$ cat config.mk
export PLATFORM = sky130hd
export DESIGN_NAME = seg_display_ctrl
export DESIGN_NICKNAME = d
export VERILOG_FILES = /design/src/rtl/seg_display_pkg.sv /design/src/rtl/seg_display_ctrl_hex_to_seg.sv /design/src/rtl/seg_display_ctrl.sv
export SDC_FILE = /design/constraint.sdc
export NUM_CORES = 1
export LEC_CHECK = 0
export ABC_AREA = 1
export CORE_ASPECT_RATIO = 1.25
export CORE_MARGIN = 4
export CORE_UTILIZATION = 45
export CTS_BUF_LIST = sky130_fd_sc_hd__clkbuf_8
export CTS_CLUSTER_SIZE = 20
export DETAILED_ROUTE_END_ITERATION = 12
export PLACE_DENSITY = 0.73
export SYNTH_ARGS = -nofsm -noshare
export SYNTH_HDL_FRONTEND = slang
export SYNTH_SLANG_ARGS = --single-unit
export TNS_END_PERCENT = 50
$ cat constraint.sdc
create_clock -name clk50 -period 4.65 [get_ports clk50]
set_input_delay 0.465 -clock clk50 [delete_from_list [all_inputs] [get_ports clk50]]
set_output_delay 0.465 -clock clk50 [all_outputs]
set_load 0.05 [all_outputs]
$ cat src/rtl/seg_display_pkg.sv
// Shared constants for the 8-digit seven-segment controller: digit count, segment bit map, hex decode table, FSM states.
// Latency: n/a (package only).
// Backpressure: n/a.
package seg_display_pkg;

    localparam int NUM_DIGITS = 8;

    // Segment bit positions within an 8-bit pattern (1 = lit)
    localparam int SEG_A  = 0;
    localparam int SEG_B  = 1;
    localparam int SEG_C  = 2;
    localparam int SEG_D  = 3;
    localparam int SEG_E  = 4;
    localparam int SEG_F  = 5;
    localparam int SEG_G  = 6;
    localparam int SEG_DP = 7;

    // Hex glyphs, indexed by nibble; entry 15 is listed first
    localparam logic [15:0][7:0] SEG_TABLE = {
        8'h71, 8'h79, 8'h5E, 8'h39, 8'h7C, 8'h77, 8'h6F, 8'h7F,
        8'h07, 8'h7D, 8'h6D, 8'h66, 8'h4F, 8'h5B, 8'h06, 8'h3F
    };

    typedef enum logic [1:0] {
        ST_IDLE   = 2'd0,
        ST_WRITE  = 2'd1,
        ST_COMMIT = 2'd2
    } state_t;

endpackage

$ cat src/rtl/seg_display_ctrl_hex_to_seg.sv
// Nibble + decimal point to seven-segment pattern.
// Latency: combinational.
// Backpressure: none.
module hex_to_seg
    import seg_display_pkg::*;
(
    input  logic [3:0] nibble,
    input  logic       dp,
    output logic [7:0] seg
);

    // Table lookup for a..g, decimal point passed straight through
    always_comb begin
        seg         = SEG_TABLE[nibble];
        seg[SEG_DP] = dp;
    end

endmodule

$ cat src/rtl/seg_display_ctrl.sv
// Two-requester shadow store for 8 hex digits, copied to the live outputs on each vga_vs falling edge; optional macro SEG_BLANK_LEADING_ZEROS_EN blanks leading zero digits.
// Latency: gnt one cycle after IDLE samples req; hex outputs update in the COMMIT cycle following a vs fall.
// Backpressure: requesters hold req/data until gnt; a pending commit takes priority over writes.
module seg_display_ctrl
    import seg_display_pkg::*;
#(
    parameter int NREQ = 2
) (
    input  logic                clk50,
    input  logic                reset,
    input  logic [NREQ-1:0]     req,
    input  logic [3*NREQ-1:0]   req_digit,
    input  logic [4*NREQ-1:0]   req_nibble,
    input  logic [NREQ-1:0]     req_dp,
    output logic [NREQ-1:0]     gnt,
    input  logic                vga_vs,
    output logic [7:0]          hex0,
    output logic [7:0]          hex1,
    output logic [7:0]          hex2,
    output logic [7:0]          hex3,
    output logic [7:0]          hex4,
    output logic [7:0]          hex5,
    output logic [7:0]          hex6,
    output logic [7:0]          hex7,
    output logic [15:0]         commit_cnt
);

    state_t                 state;
    logic                   win;
    logic                   ptr;
    logic                   pick;
    logic [3:0]             sh_nib [NUM_DIGITS];
    logic                   sh_dp  [NUM_DIGITS];
    logic [7:0]             seg    [NUM_DIGITS];
    logic [7:0]             hex_r  [NUM_DIGITS];
    logic [NUM_DIGITS-1:0]  blank;
    logic                   vs_q;
    logic                   vs_fall;
    logic                   commit_pending;
    logic [2:0]             wr_digit;
    logic [3:0]             wr_nib;
    logic                   wr_dp;

    assign vs_fall = vs_q & ~vga_vs;

    // Tie goes to the requester that was not granted last
    assign pick = (req[0] & req[1]) ? ~ptr : req[1];

    assign wr_digit = win ? req_digit[5:3]  : req_digit[2:0];
    assign wr_nib   = win ? req_nibble[7:4] : req_nibble[3:0];
    assign wr_dp    = win ? req_dp[1]       : req_dp[0];

    for (genvar g = 0; g < NUM_DIGITS; g++) begin : g_dec
        hex_to_seg u_dec (
            .nibble (sh_nib[g]),
            .dp     (sh_dp[g]),
            .seg    (seg[g])
        );
    end

`ifdef SEG_BLANK_LEADING_ZEROS_EN
    // A digit blanks when it and every higher digit hold zero and its own dp is off; digit 0 always shows
    always_comb begin : blank_calc
        logic zero_above;
        blank      = '0;
        zero_above = 1'b1;
        for (int i = NUM_DIGITS - 1; i >= 1; i--) begin
            zero_above = zero_above & (sh_nib[i] == 4'h0);
            blank[i]   = zero_above & ~sh_dp[i];
        end
    end
`else
    assign blank = '0;
`endif

    // Frame edge detect; a new edge outranks the clear so a commit is never dropped
    always_ff @(posedge clk50 or posedge reset) begin
        if (reset) begin
            vs_q           <= 1'b1;
            commit_pending <= 1'b0;
        end else begin
            vs_q <= vga_vs;
            if (vs_fall)
                commit_pending <= 1'b1;
            else if (state == ST_COMMIT)
                commit_pending <= 1'b0;
        end
    end

    // Control FSM with shadow store, live outputs and commit counter
    always_ff @(posedge clk50 or posedge reset) begin
        if (reset) begin
            state      <= ST_IDLE;
            gnt        <= '0;
            win        <= 1'b0;
            ptr        <= 1'b1;
            commit_cnt <= 16'd0;
            for (int i = 0; i < NUM_DIGITS; i++) begin
                sh_nib[i] <= 4'h0;
                sh_dp[i]  <= 1'b0;
                hex_r[i]  <= 8'h00;
            end
        end else begin
            gnt <= '0;
            case (state)
                ST_IDLE: begin
                    if (commit_pending) begin
                        state <= ST_COMMIT;
                    end else if (|req) begin
                        state     <= ST_WRITE;
                        win       <= pick;
                        gnt[pick] <= 1'b1;
                    end
                end
                ST_WRITE: begin
                    // A request dropped before its grant leaves the store untouched
                    if (req[win]) begin
                        sh_nib[wr_digit] <= wr_nib;
                        sh_dp[wr_digit]  <= wr_dp;
                        ptr              <= win;
                    end
                    state <= ST_IDLE;
                end
                ST_COMMIT: begin
                    for (int i = 0; i < NUM_DIGITS; i++)
                        hex_r[i] <= blank[i] ? 8'h00 : seg[i];
                    commit_cnt <= commit_cnt + 16'd1;
                    state      <= ST_IDLE;
                end
                default: state <= ST_IDLE;
            endcase
        end
    end

    assign hex0 = hex_r[0];
    assign hex1 = hex_r[1];
    assign hex2 = hex_r[2];
    assign hex3 = hex_r[3];
    assign hex4 = hex_r[4];
    assign hex5 = hex_r[5];
    assign hex6 = hex_r[6];
    assign hex7 = hex_r[7];

endmodule

# Word level (Yosys, flattened, before mapping)
# Memory sizes are Yosys's and may differ from the RTL's. A register that Yosys moved wholly into a read port is not among the register bits.
# Index checks and enable logic that the tools add are counted.
[op_classes] reduce_logical=7 add_sub_neg=1 magnitude_cmp=13 n_bitwise=6 eq_ne=3 n_mux=30
[op_table] op="two-way mux 7 bit" count=8
[op_table] op="< comparator 4 x 5 -> 1 bit (second input constant)" count=8
[op_table] op="bitwise mux 32 bit" count=1
[op_table] op="adder 16 x 1 -> 16 bit (second input constant)" count=1
[op_table] op="demux 4 bit (select 3 bit)" count=1
[op_table] op="two-way mux 2 bit" count=6
[op_table] op="bitwise mux 8 bit" count=1
[op_table] op="two-way mux 1 bit" count=8
[op_table] op="two-way mux 4 bit" count=2
[op_table] op=">= comparator 4 bit (second input constant)" count=1
[op_table] op="< comparator 1 x 2 -> 1 bit (second input constant)" count=2
[op_table] op="< comparator 4 x 1 -> 1 bit (second input constant)" count=1
[op_table] op="inverter 3 -> 4 bit" count=1
[op_table] op="demux 1 bit (select 3 bit)" count=1
[op_table] op="two-way mux 3 bit" count=1
[op_table] op="inequality test 3 bit (second input constant)" count=1
[op_table] op="inverter 1 bit" count=3
[op_table] op="AND reduction 3 bit" count=1
[op_table] op="AND 1 bit" count=2
[op_table] op="== test 2 x 1 -> 1 bit (second input constant)" count=1
[op_table] op="== test 2 bit (second input constant)" count=1
[op_table] op="logical AND 1 bit" count=2
[op_table] op="zero test 2 bit" count=1
[op_table] op="AND reduction 2 bit" count=1
[op_table] op="other kinds (4)" count=4
[word_totals] ff_bits=128 memories=8 rom_bits=1024 wordCells=99
[mem_list] name="(name not given)" depth=16 word_bits=8 read_ports=1 rd_ports_with_merged_regs=1 wr=0 line="seg_display_ctrl_hex_to_seg.sv:14" rtl="seg = SEG_TABLE[nibble];"
[mem_list] name="(name not given)" depth=16 word_bits=8 read_ports=1 rd_ports_with_merged_regs=1 wr=0 line="seg_display_ctrl_hex_to_seg.sv:14"
[mem_list] name="(name not given)" depth=16 word_bits=8 read_ports=1 rd_ports_with_merged_regs=1 wr=0 line="seg_display_ctrl_hex_to_seg.sv:14"
[mem_list] name="(name not given)" depth=16 word_bits=8 read_ports=1 rd_ports_with_merged_regs=1 wr=0 line="seg_display_ctrl_hex_to_seg.sv:14"
[mem_list] name="(name not given)" depth=16 word_bits=8 read_ports=1 rd_ports_with_merged_regs=1 wr=0 line="seg_display_ctrl_hex_to_seg.sv:14"
[mem_list] name="(name not given)" depth=16 word_bits=8 read_ports=1 rd_ports_with_merged_regs=1 wr=0 line="seg_display_ctrl_hex_to_seg.sv:14"
[mem_list] name="+2 memories"

# Longest topological paths before layout
# Gate-level depths: netlist (run 1).
[logic_depth] ltp_word=9 mapped_depth=8

# Cells and area by module
# Synthesis (run 1) repeated with hierarchy kept, for this count alone.
[unflattened] hier_cells=1049 area_unflattened_um2=7714.9
[modules_own_cells] mod="seg_display_ctrl" n_inst=1 cells_each=609 area_per_inst_um2=5372.7
[modules_own_cells] mod="hex_to_seg" n_inst=8 cells_each=55 area_per_inst_um2=292.8

# Least setup slack after synthesis (run 1)
# No wires, ideal clock.
[synth_path] kind="register to register" startpoint="register commit_cnt[1]" endpoint="register commit_cnt[8]" stages_incl_launch_ff=9 setup_slack_ps=2995 t_required_ps=4537 setup_time_ps=113 arrival_time_ps=1541 n_path_buf=0 cell_sequence="dfrtp_1 > ha_1 > nand3_1 > nor2_1 > nand2_1 > inv_1 > nand3_1 > nand2_1 > inv_1"
[synth_between] elab_chain_cells=1
[synth_lines] item="start, declared" line="seg_display_ctrl.sv:25" rtl="output logic [15:0] commit_cnt"
[synth_lines] item="start signal, assigned" line="seg_display_ctrl.sv:127" rtl="commit_cnt <= commit_cnt + 16'd1;"
[synth_lines] item="adder 16 x 1 -> 16 bit" line="seg_display_ctrl.sv:127"
# Every way passes these cells.
# A chain may end at the register's enable or synchronous reset.

# Worst setup path in the final report (run 1)
[layout_path] startpoint="register state[0]" endpoint="register commit_cnt[2]"
[layout_between] elab_chain_cells=1
[layout_lines] item="start, declared" line="seg_display_ctrl.sv:28" rtl="state_t state;"
[layout_lines] item="start signal, assigned" line="seg_display_ctrl.sv:93" rtl="state <= ST_IDLE;"
[layout_lines] item="start signal, assigned" line="seg_display_ctrl.sv:108" rtl="state <= ST_COMMIT;"
[layout_lines] item="start signal, assigned" line="seg_display_ctrl.sv:110" rtl="state <= ST_WRITE;"
[layout_lines] item="== test 2 bit" line="seg_display_ctrl.sv:105" rtl="case (state)"
# Every way passes these cells.

==> results of run 1 <==
[final timing paths]
check | start | end | slack (ns)
setup / recovery | state[0] | commit_cnt[2] | 2.38
hold / removal | state[0] | state[1] | 0.47
setup reg to reg | state[0] | commit_cnt[2] | 2.38
hold reg to reg | state[0] | state[1] | 0.47
max in group asynchronous | reset | vs_q | 3.08
min in group asynchronous | reset | commit_cnt[14] | 0.58
[worst reg2reg max path, stage by stage, from the launching register on]
cell and delay [ns]:
dfrtp_1 0.39, inv_1 0.09, nand2_2 0.04, buf_4 0.31, inv_2 0.49, buf_4 0.54, nand2_1 0.15, xnor2_1 0.15
[metal layers]
layer  track usage [%]  share of wire [%]
met1              23.2                 45
met2              31.4                 49
met3              4.40                5.0
met4              6.19                1.4
met5                 0                  0
[through the flow]
stage          hold slack, ns  cell area (µm²)  setup slack (ns)
2_1_floorplan           0.433             7010             0.776
3_3_place_gp            0.450             8160              2.29
3_5_place_dp            0.455             8160              2.29
4_1_cts                 0.455             8530              2.32
5_1_grt                 0.456             8530              2.14
6_report                0.467             8530              2.38
[cell type report]
| type | instances | area (µm²) |
|---|---|---|
| multi-input combinational | 644 | 3330 |
| clock buffer | 20 | 275 |
| tap | 208 | 260 |
| timing repair buffer | 106 | 1050 |
| clock inverter | 10 | 96.3 |
| inverter | 82 | 310 |
| sequential | 128 | 3210 |
| fill | 1439 | 6610 |
[power by group through the flow]
stage	combinational (mW)	clock, mW	sequential [mW]
after global routing	3.68	0.993	2.02
final	3.33	0.921	1.95
after detailed placement	3.35	0	1.97
after CTS	3.36	0.943	1.95
after global placement	3.30	0	1.97
after floorplan	1.49	0	2.83
[cells in the mapped netlist (2+ instances only)]
| cell | count | area (µm²) |
|---|---|---|
| nand3_1 | 64 | 320 |
| dfrtp_1 | 126 | 3150 |
| buf_4 | 6 | 45.0 |
| ha_1 | 57 | 713 |
| inv_1 | 80 | 300 |
| o211ai_1 | 16 | 120 |
| buf_2 | 10 | 50.1 |
| nor2_4 | 5 | 56.3 |
| nor2_1 | 62 | 233 |
| nand4_1 | 2 | 12.5 |
| buf_6 | 2 | 22.5 |
| nor3_1 | 4 | 20.0 |
| clkbuf_1 | 13 | 48.8 |
| dfstp_2 | 2 | 52.6 |
| nand2_1 | 315 | 1180 |
| xor2_1 | 6 | 52.6 |
| o21ai_2 | 2 | 17.5 |
| inv_2 | 2 | 7.51 |
| a31oi_1 | 16 | 100 |
| o21ai_0 | 46 | 230 |
| xnor2_1 | 3 | 26.3 |
| a21oi_1 | 42 | 210 |
[logic make-up (layout without fill, tap and decap cells)]
| group | Yosys count | in the layout | share of synthesized area [%] |
|---|---|---|---|
| compound gates | 126 | 126 | 10.1 |
| xor+xnor | 9 | 9 | 1.13 |
| fa+ha+maj | 57 | 57 | 10.2 |
| buf+inv | 113 | 218 | 6.77 |
| flops | 128 | 128 | 45.8 |
| simple gates | 452 | 452 | 26.0 |
==> impl_metrics.json, run 1 <==
{
  "status": "complete, no violations",
  "dr_total_vias": 5913,
  "p_clk_share_pct": 14.9,
  "cpPeakStageDelay_ns": 0.53,
  "post-route-drc-count": 0,
  "fin_crit_sh_pct": 48.8,
  "arrival_ns": 2.59,
  "power_frac_comb_pct": 53.7,
  "setup_viol": 0,
  "internal-power_mw": 3.11,
  "dpl.hpwl_um": 11100,
  "layout_commonest_cell": "nand2_1",
  "viasPerCell": 4.94,
  "slew_viol_final": 0,
  "drt_first_pass_iters": 5,
  "synth.yosys.seq_area_share_pct": 45.8,
  "drtAntennaViolNets": 0,
  "finalHoldViolations": 0,
  "syn_inst": 885,
  "fin_setup_tns_ns": 0,
  "largest_register_ffs": 32,
  "root_buffer": "clkbuf_8",
  "hold_buffers": 0,
  "critPathLaunchType": "flop",
  "leakagePower_nw": 4.26,
  "vdd_drop_max_mv": 0.477,
  "cts_tree": "built",
  "core_um2": 15100,
  "largestRegisters": "sh_nib x32, commit_cnt x16",
  "track_usage_pct": 18.5,
  "htreeDepth": 4,
  "cpMostUsedCell": "buf_4",
  "layout_common_cells": "nand2_1 (314), dfrtp_1 (126), clkdlybuf4s50_1 (102)",
  "die_h_um": 148,
  "dieArea_um2": 17600,
  "fmax_mhz": 440,
  "async_flop_share_pct": 100,
  "wire_per_inst_um": 13.1,
  "crit_family": "buffers and inverters",
  "endpoint_kind": "flop",
  "cts_resized": 0,
  "cp_num_cells": 7,
  "io_buffers": 102,
  "grt_antenna_before_repair": 0,
  "post_cts_buffers": 0,
  "synth_edf_count": 0,
  "grt_pass1_vias": 5669,
  "rows": 50,
  "ys_seq_elements": 128,
  "drv_cap": 0,
  "grt_pass1_wl_um": 26900,
  "grt_start_max_net_pins": 72,
  "syn_area_per_cell_um2": 7.92,
  "cts.clk_slew.worst_paths_ns": 0.07,
  "final_core_util_pct": 56.3,
  "cts_buffer_depth": 2,
  "crit_required_ns": 4.97,
  "gp_congestion": 0.877,
  "finalClockSkew_ns": 0.00764,
  "critical_path_class": "reg -> reg",
  "max-slew-margin-rel_pct": 40.7,
  "ff2ff_path_depth": 7,
  "cp_cell_sequence": "inv_1 > nand2_2 > buf_4 > inv_2 > buf_4 > nand2_1 > xnor2_1",
  "synthFlopType": "dfrtp_1",
  "drt-total-wl_um": 15700,
  "power_frac_seq_pct": 31.4,
  "cts_sinks": 128,
  "yosys_warnings": 0,
  "synth_area_um2": 7010,
  "final_cells": 1198,
  "grt.overflow.total": 0,
  "drt_iter0_markers": 383,
  "nets": 1057,
  "worst_pin_slew_ns": 0.890,
  "power.switching_mw": 3.09,
  "die_w_um": 120,
  "hp-class": "reg -> reg",
  "rsz0062_at_grt": "false",
  "drive_gt1_share_pct": 4.65,
  "worstPathMaxFanout": 55,
  "insertion_delay_ns": 0.43,
  "totalPowerFinal_mw": 6.20,
  "num_io_pins": 103,
  "start_util_pct": 46.3,
  "regMostFlops": "sh_nib",
  "dp_cells": 1168,
  "p_sw_share_pct": 49.8,
  "area_delta_synth_final_pct": 21.7,
  "numCtsBuffers": 17,
  "syn_nets": 963,
  "power_density_nw_per_um2": 727,
  "cp_num_buf_inv": 4,
  "diodes": 0,
  "min_path_cells": 1,
  "slowest_stage": "buf_4",
  "min_period_ns": 2.27,
  "ys_types": 26
}
(Power assumes the default switching activity.)
==> run 2, diff against run 1 <==
==> constraint.sdc (replaced) <==
create_clock -name clk50 -period 2.2 [get_ports clk50]
set_input_delay 0.22 -clock clk50 [delete_from_list [all_inputs] [get_ports clk50]]
set_output_delay 0.22 -clock clk50 [all_outputs]
set_load 0.05 [all_outputs]
==> impl_metrics.json, run 2 (same netlist as run 1, synthesis figures left out) <==
{
  "status": "complete, no violations",
  "regMostFlops": "sh_nib",
  "cp_cell_sequence": "clkdlybuf4s50_1",
  "post-route-drc-count": 0,
  "cp_num_buf_inv": 1,
  "drt_iter0_markers": 347,
  "htreeDepth": 4,
  "io_buffers": 102,
  "hold_path.startpoint": "vga_vs",
  "finalClockSkew_ns": 0.00994,
  "arrival_ns": 1.68,
  "totalPowerFinal_mw": 13.3,
  "cts_buffer_depth": 2,
  "drt_first_pass_iters": 4,
  "grt.overflow.total": 0,
  "drv_cap": 0,
  "largestRegisters": "sh_nib x32, commit_cnt x16",
  "viasPerCell": 4.85,
  "post_cts_buffers": 0,
  "start_util_pct": 46.3,
  "slew_viol_final": 0,
  "r2r_start": "win",
  "layout_common_cells": "nand2_1 (314), dfrtp_1 (126), clkdlybuf4s50_1 (102)",
  "drive_gt1_share_pct": 5.90,
  "worstPathMaxFanout": 4,
  "min_period_ns": 1.90,
  "worst_pin_slew_ns": 0.649,
  "gp_congestion": 0.884,
  "vdd_drop_max_mv": 0.826,
  "dr_total_vias": 5857,
  "crit_required_ns": 1.98,
  "setup_viol": 0,
  "insertion_delay_ns": 0.43,
  "grt_pass1_vias": 5517,
  "critPathLaunchType": "flop",
  "reg2reg_slack_ns": 0.36,
  "cts.clk_slew.worst_paths_ns": 0.08,
  "grt_antenna_before_repair": 0,
  "cts_tree": "built",
  "finalHoldViolations": 0,
  "die_h_um": 148,
  "place_ws_ns": 0.369,
  "endpoint_kind": "output port",
  "fin_crit_sh_pct": 86.5,
  "hold_buffers": 0,
  "nets": 1065,
  "cp_num_cells": 1,
  "r2r-end": "sh_nib[23]",
  "rsz0062_at_grt": "false",
  "holdWs_ns": 0.235,
  "core_um2": 15100,
  "layout_commonest_cell": "nand2_1",
  "rows": 50,
  "num_io_pins": 103,
  "root_buffer": "clkbuf_8",
  "area_delta_synth_final_pct": 23.5,
  "numCtsBuffers": 17,
  "cts_sinks": 128,
  "track_usage_pct": 17.9,
  "cts_resized": 0,
  "largest_register_ffs": 32,
  "crit_family": "buffers and inverters",
  "die_w_um": 120,
  "dpl.hpwl_um": 11300,
  "critical_path_class": "reg -> out",
  "diodes": 0,
  "grt_start_max_net_pins": 77,
  "drtAntennaViolNets": 0,
  "final_core_util_pct": 57.2,
  "fin_setup_tns_ns": 0,
  "slowest_stage": "clkdlybuf4s50_1",
  "drt-total-wl_um": 15200,
  "max-slew-margin-rel_pct": 56.7,
  "wire_per_inst_um": 12.6,
  "worst_slack_ns": 0.297,
  "hold_end": "vs_q",
  "min_path_cells": 1,
  "grt_pass1_wl_um": 26300,
  "fmax_mhz": 525,
  "ff2ff_path_depth": 7,
  "dieArea_um2": 17600,
  "leakagePower_nw": 4.29,
  "cpPeakStageDelay_ns": 0.83,
  "power_density_nw_per_um2": 1540,
  "hp-class": "in -> reg"
}
==> run 2: changes by cell type in the layout (fill, tap and decap cells not counted) <==
cell	previous run	this run
clkbuf_8	20	19
inv_1	81	78
clkinv_4	0	2
inv_4	1	0
buf_4	4	11
bufinv_16	2	3
clkinvlp_4	0	7
clkinv_2	5	2
buf_12	0	1
==> run 2: how the worst max path moves through the flow <==
| stage | slack [ns] | start | end |
|---|---|---|---|
| after detailed placement | 0.37 | req_digit[0] | sh_nib[15] |
| after global placement | 0.42 | req[1] | sh_nib[26] |
| after global routing | 0.18 | win | sh_nib[21] |
| after CTS | 0.25 | commit_cnt[11] | commit_cnt[11] |
| final | 0.30 | commit_cnt[0] | commit_cnt[0] |
| after floorplan | 0.40 | reset | commit_cnt[0] |
==> run 2: power by group <==
group	total, mW	leakage (nW)	internal [mW]	switching [mW]
clock network	2.12	0.196	1.18	0.939
logic	7.09	2.53	2.31	4.79
registers	4.11	1.57	3.28	0.836
==> run 2: layer usage <==
metal	global-route usage, %	routed length [µm]	share of wire (%)
met1	22.8	6950	46
met2	30.7	7380	48
met3	4.02	743	4.9
met4	5.33	144	0.95
met5	0	0	0
==> run 2: area by class of cell <==
class	instances	area, µm²
Timing Repair Buffer	114	1120
Inverter	82	312
Tap cell	208	260
Clock inverter	13	163
Sequential cell	128	3210
Fill cell	1389	6490
Clock buffer	19	262
Multi-Input combinational cell	644	3330
==> run 2: through the flow <==
stage	std cells	instance area, µm²
floorplan	885	7010
global placement	1176	8230
detailed placement	1176	8230
CTS	1208	8650
global route	1208	8650
finish	1208	8650
==> run 3, diff against run 2 <==
--- a/config.mk
+++ b/config.mk
@@ -13,6 +13,7 @@
 export CTS_CLUSTER_SIZE = 20
 export DETAILED_ROUTE_END_ITERATION = 12
 export PLACE_DENSITY = 0.73
+export SLEW_MARGIN = 30
 export SYNTH_ARGS = -nofsm -noshare
 export SYNTH_HDL_FRONTEND = slang
 export SYNTH_SLANG_ARGS = --single-unit
==> constraint.sdc (replaced) <==
create_clock -name clk50 -period 2.2 [get_ports clk50]
set_input_delay 0.66 -clock clk50 [delete_from_list [all_inputs] [get_ports clk50]]
set_output_delay 0.66 -clock clk50 [all_outputs]
set_load 0.05 [all_outputs]
==> impl_metrics.json, run 3 (same netlist as run 1, synthesis figures left out) <==
{
  "arrival_ns": 1.36,
  "endpoint_kind": "output port",
  "worst_pin_slew_ns": 0.504,
  "cts_tree": "built",
  "power_density_nw_per_um2": 1550,
  "power_frac_seq_pct": 30.9,
  "track_usage_pct": 18.5,
  "grt_pass1_vias": 5679,
  "grt_start_max_net_pins": 47,
  "die_w_um": 120,
  "drt_first_pass_iters": 4,
  "crit_family": "buffers and inverters",
  "power.switching_mw": 6.57,
  "start_util_pct": 46.3,
  "grt.overflow.total": 0,
  "rows": 50,
  "fmax_mhz": 495,
  "drive_gt1_share_pct": 11.8,
  "core_um2": 15100,
  "critical_path_class": "reg -> out",
  "regMostFlops": "sh_nib",
  "largestRegisters": "sh_nib x32, commit_cnt x16",
  "cts_sinks": 128,
  "wire_per_inst_um": 12.8,
  "vdd_drop_max_mv": 0.770,
  "p_clk_share_pct": 17.4,
  "hp-class": "reg -> reg",
  "status": "complete, no violations",
  "min_period_ns": 2.02,
  "nets": 1070,
  "post-route-drc-count": 0,
  "crit_required_ns": 1.54,
  "gp_congestion": 0.888,
  "met3_length_um": 747,
  "cp_num_cells": 1,
  "holdWs_ns": 0.466,
  "num_io_pins": 103,
  "top_layer_used": "met4",
  "layout_common_cells": "nand2_1 (314), dfrtp_1 (126), inv_1 (80)",
  "cpPeakStageDelay_ns": 0.54,
  "rsz0062_at_grt": "false",
  "worst_slack_ns": 0.180,
  "cp_num_buf_inv": 1,
  "grt_pass1_wl_um": 26800,
  "r2r-end": "sh_nib[13]",
  "slowest_stage": "dlygate4sd2_1",
  "crit_path_end": "commit_cnt[15]",
  "reg2reg_slack_ns": 0.36,
  "insertion_delay_ns": 0.44,
  "largest_register_ffs": 32,
  "hold_buffers": 0,
  "dieArea_um2": 17600,
  "fin_crit_sh_pct": 91.8,
  "post_cts_buffers": 0,
  "grt_antenna_before_repair": 0,
  "drv_cap": 0,
  "viasPerCell": 4.91,
  "cts.clk_slew.worst_paths_ns": 0.07,
  "root_buffer": "clkbuf_8",
  "r2r_start": "win",
  "finalHoldViolations": 0,
  "dpl.hpwl_um": 11400,
  "place_ws_ns": -0.0612,
  "io_buffers": 102,
  "diodes": 0,
  "drtAntennaViolNets": 0,
  "p_sw_share_pct": 49.3,
  "drt-total-wl_um": 15500,
  "drt_iter0_markers": 392,
  "met2_wirelength_um": 7620,
  "internal-power_mw": 6.75,
  "cts_buffer_depth": 2,
  "leakagePower_nw": 4.45,
  "ff2ff_path_depth": 7,
  "numCtsBuffers": 17,
  "max-slew-margin-rel_pct": 66.5,
  "critPathLaunch": "commit_cnt[15]",
  "layout_commonest_cell": "nand2_1",
  "die_h_um": 148,
  "dr_total_vias": 5956,
  "finalClockSkew_ns": 0.0137,
  "totalPowerFinal_mw": 13.3,
  "worstPathMaxFanout": 3,
  "htreeDepth": 4,
  "slew_viol_final": 0,
  "cp_cell_sequence": "dlygate4sd2_1",
  "power_frac_comb_pct": 51.8,
  "wl_met1_um": 6950,
  "critPathLaunchType": "flop",
  "setup_viol": 0,
  "area_delta_synth_final_pct": 22.5
}
[run 3: cell types whose count changed in the layout (fill, tap and decap cells not counted), sizes merged]
cell,change
buf,+62
bufinv,+2
clkdlybuf4s50,-82
clkinvlp,-4
dlygate4sd2,+25
inv,+2
[run 3: layer usage]
layer / global-route usage [%] / up-vias
met4: 6.48 / 0
met2: 30.7 / 122
met5: 0 / -
met3: 4.40 / 20
li1: - / 3041
met1: 23.6 / 2773
[run 3: final cells by class]
cell class	instances	area [µm²]
fill	1404	6560
multi-input combinational	644	3330
sequential	128	3210
timing repair buffer	119	1020
inverter	82	312
clock buffer	19	262
tap	208	260
clock inverter	13	193
[run 3: timing repair]
action / CTS / global route
resized for setup: 25 / 0
hold endpoints to repair: 0 / 0
setup endpoints to repair: 25 / 0
[run 3: worst min-delay path by stage]
stage	startpoint	to	slack [ns]	cells past startpoint
finish	state[0]	state[1]	0.47	1
CTS	state[0]	state[1]	0.46	1
global placement	state[0]	state[1]	0.44	1
detailed placement	state[0]	state[1]	0.45	1
floorplan	state[0]	state[1]	0.43	1
global route	hex3[1]	hex3[1]	0.49	2
[run 3: through the flow]
stage,area (µm²),cells,utilization [%],setup TNS [ns]
2_1_floorplan,7010,885,-,-4.99
3_3_place_gp,8160,1181,53.9,-0.0316
3_5_place_dp,8160,1181,53.9,-1.86
4_1_cts,8580,1213,56.7,0
5_1_grt,8580,1213,56.7,0
6_report,8580,1213,56.7,0
[run 3: power groups by stage]
| stage | clock [mW] | sequential, mW | combinational (mW) |
|---|---|---|---|
| 6_report | 2.31 | 4.11 | 6.89 |
| 5_1_grt | 2.49 | 4.26 | 7.61 |
| 4_1_cts | 2.36 | 4.11 | 6.97 |
| 3_5_place_dp | 0 | 4.15 | 7.05 |
| 3_3_place_gp | 0 | 4.14 | 6.96 |
| 2_1_floorplan | 0 | 5.99 | 3.14 |
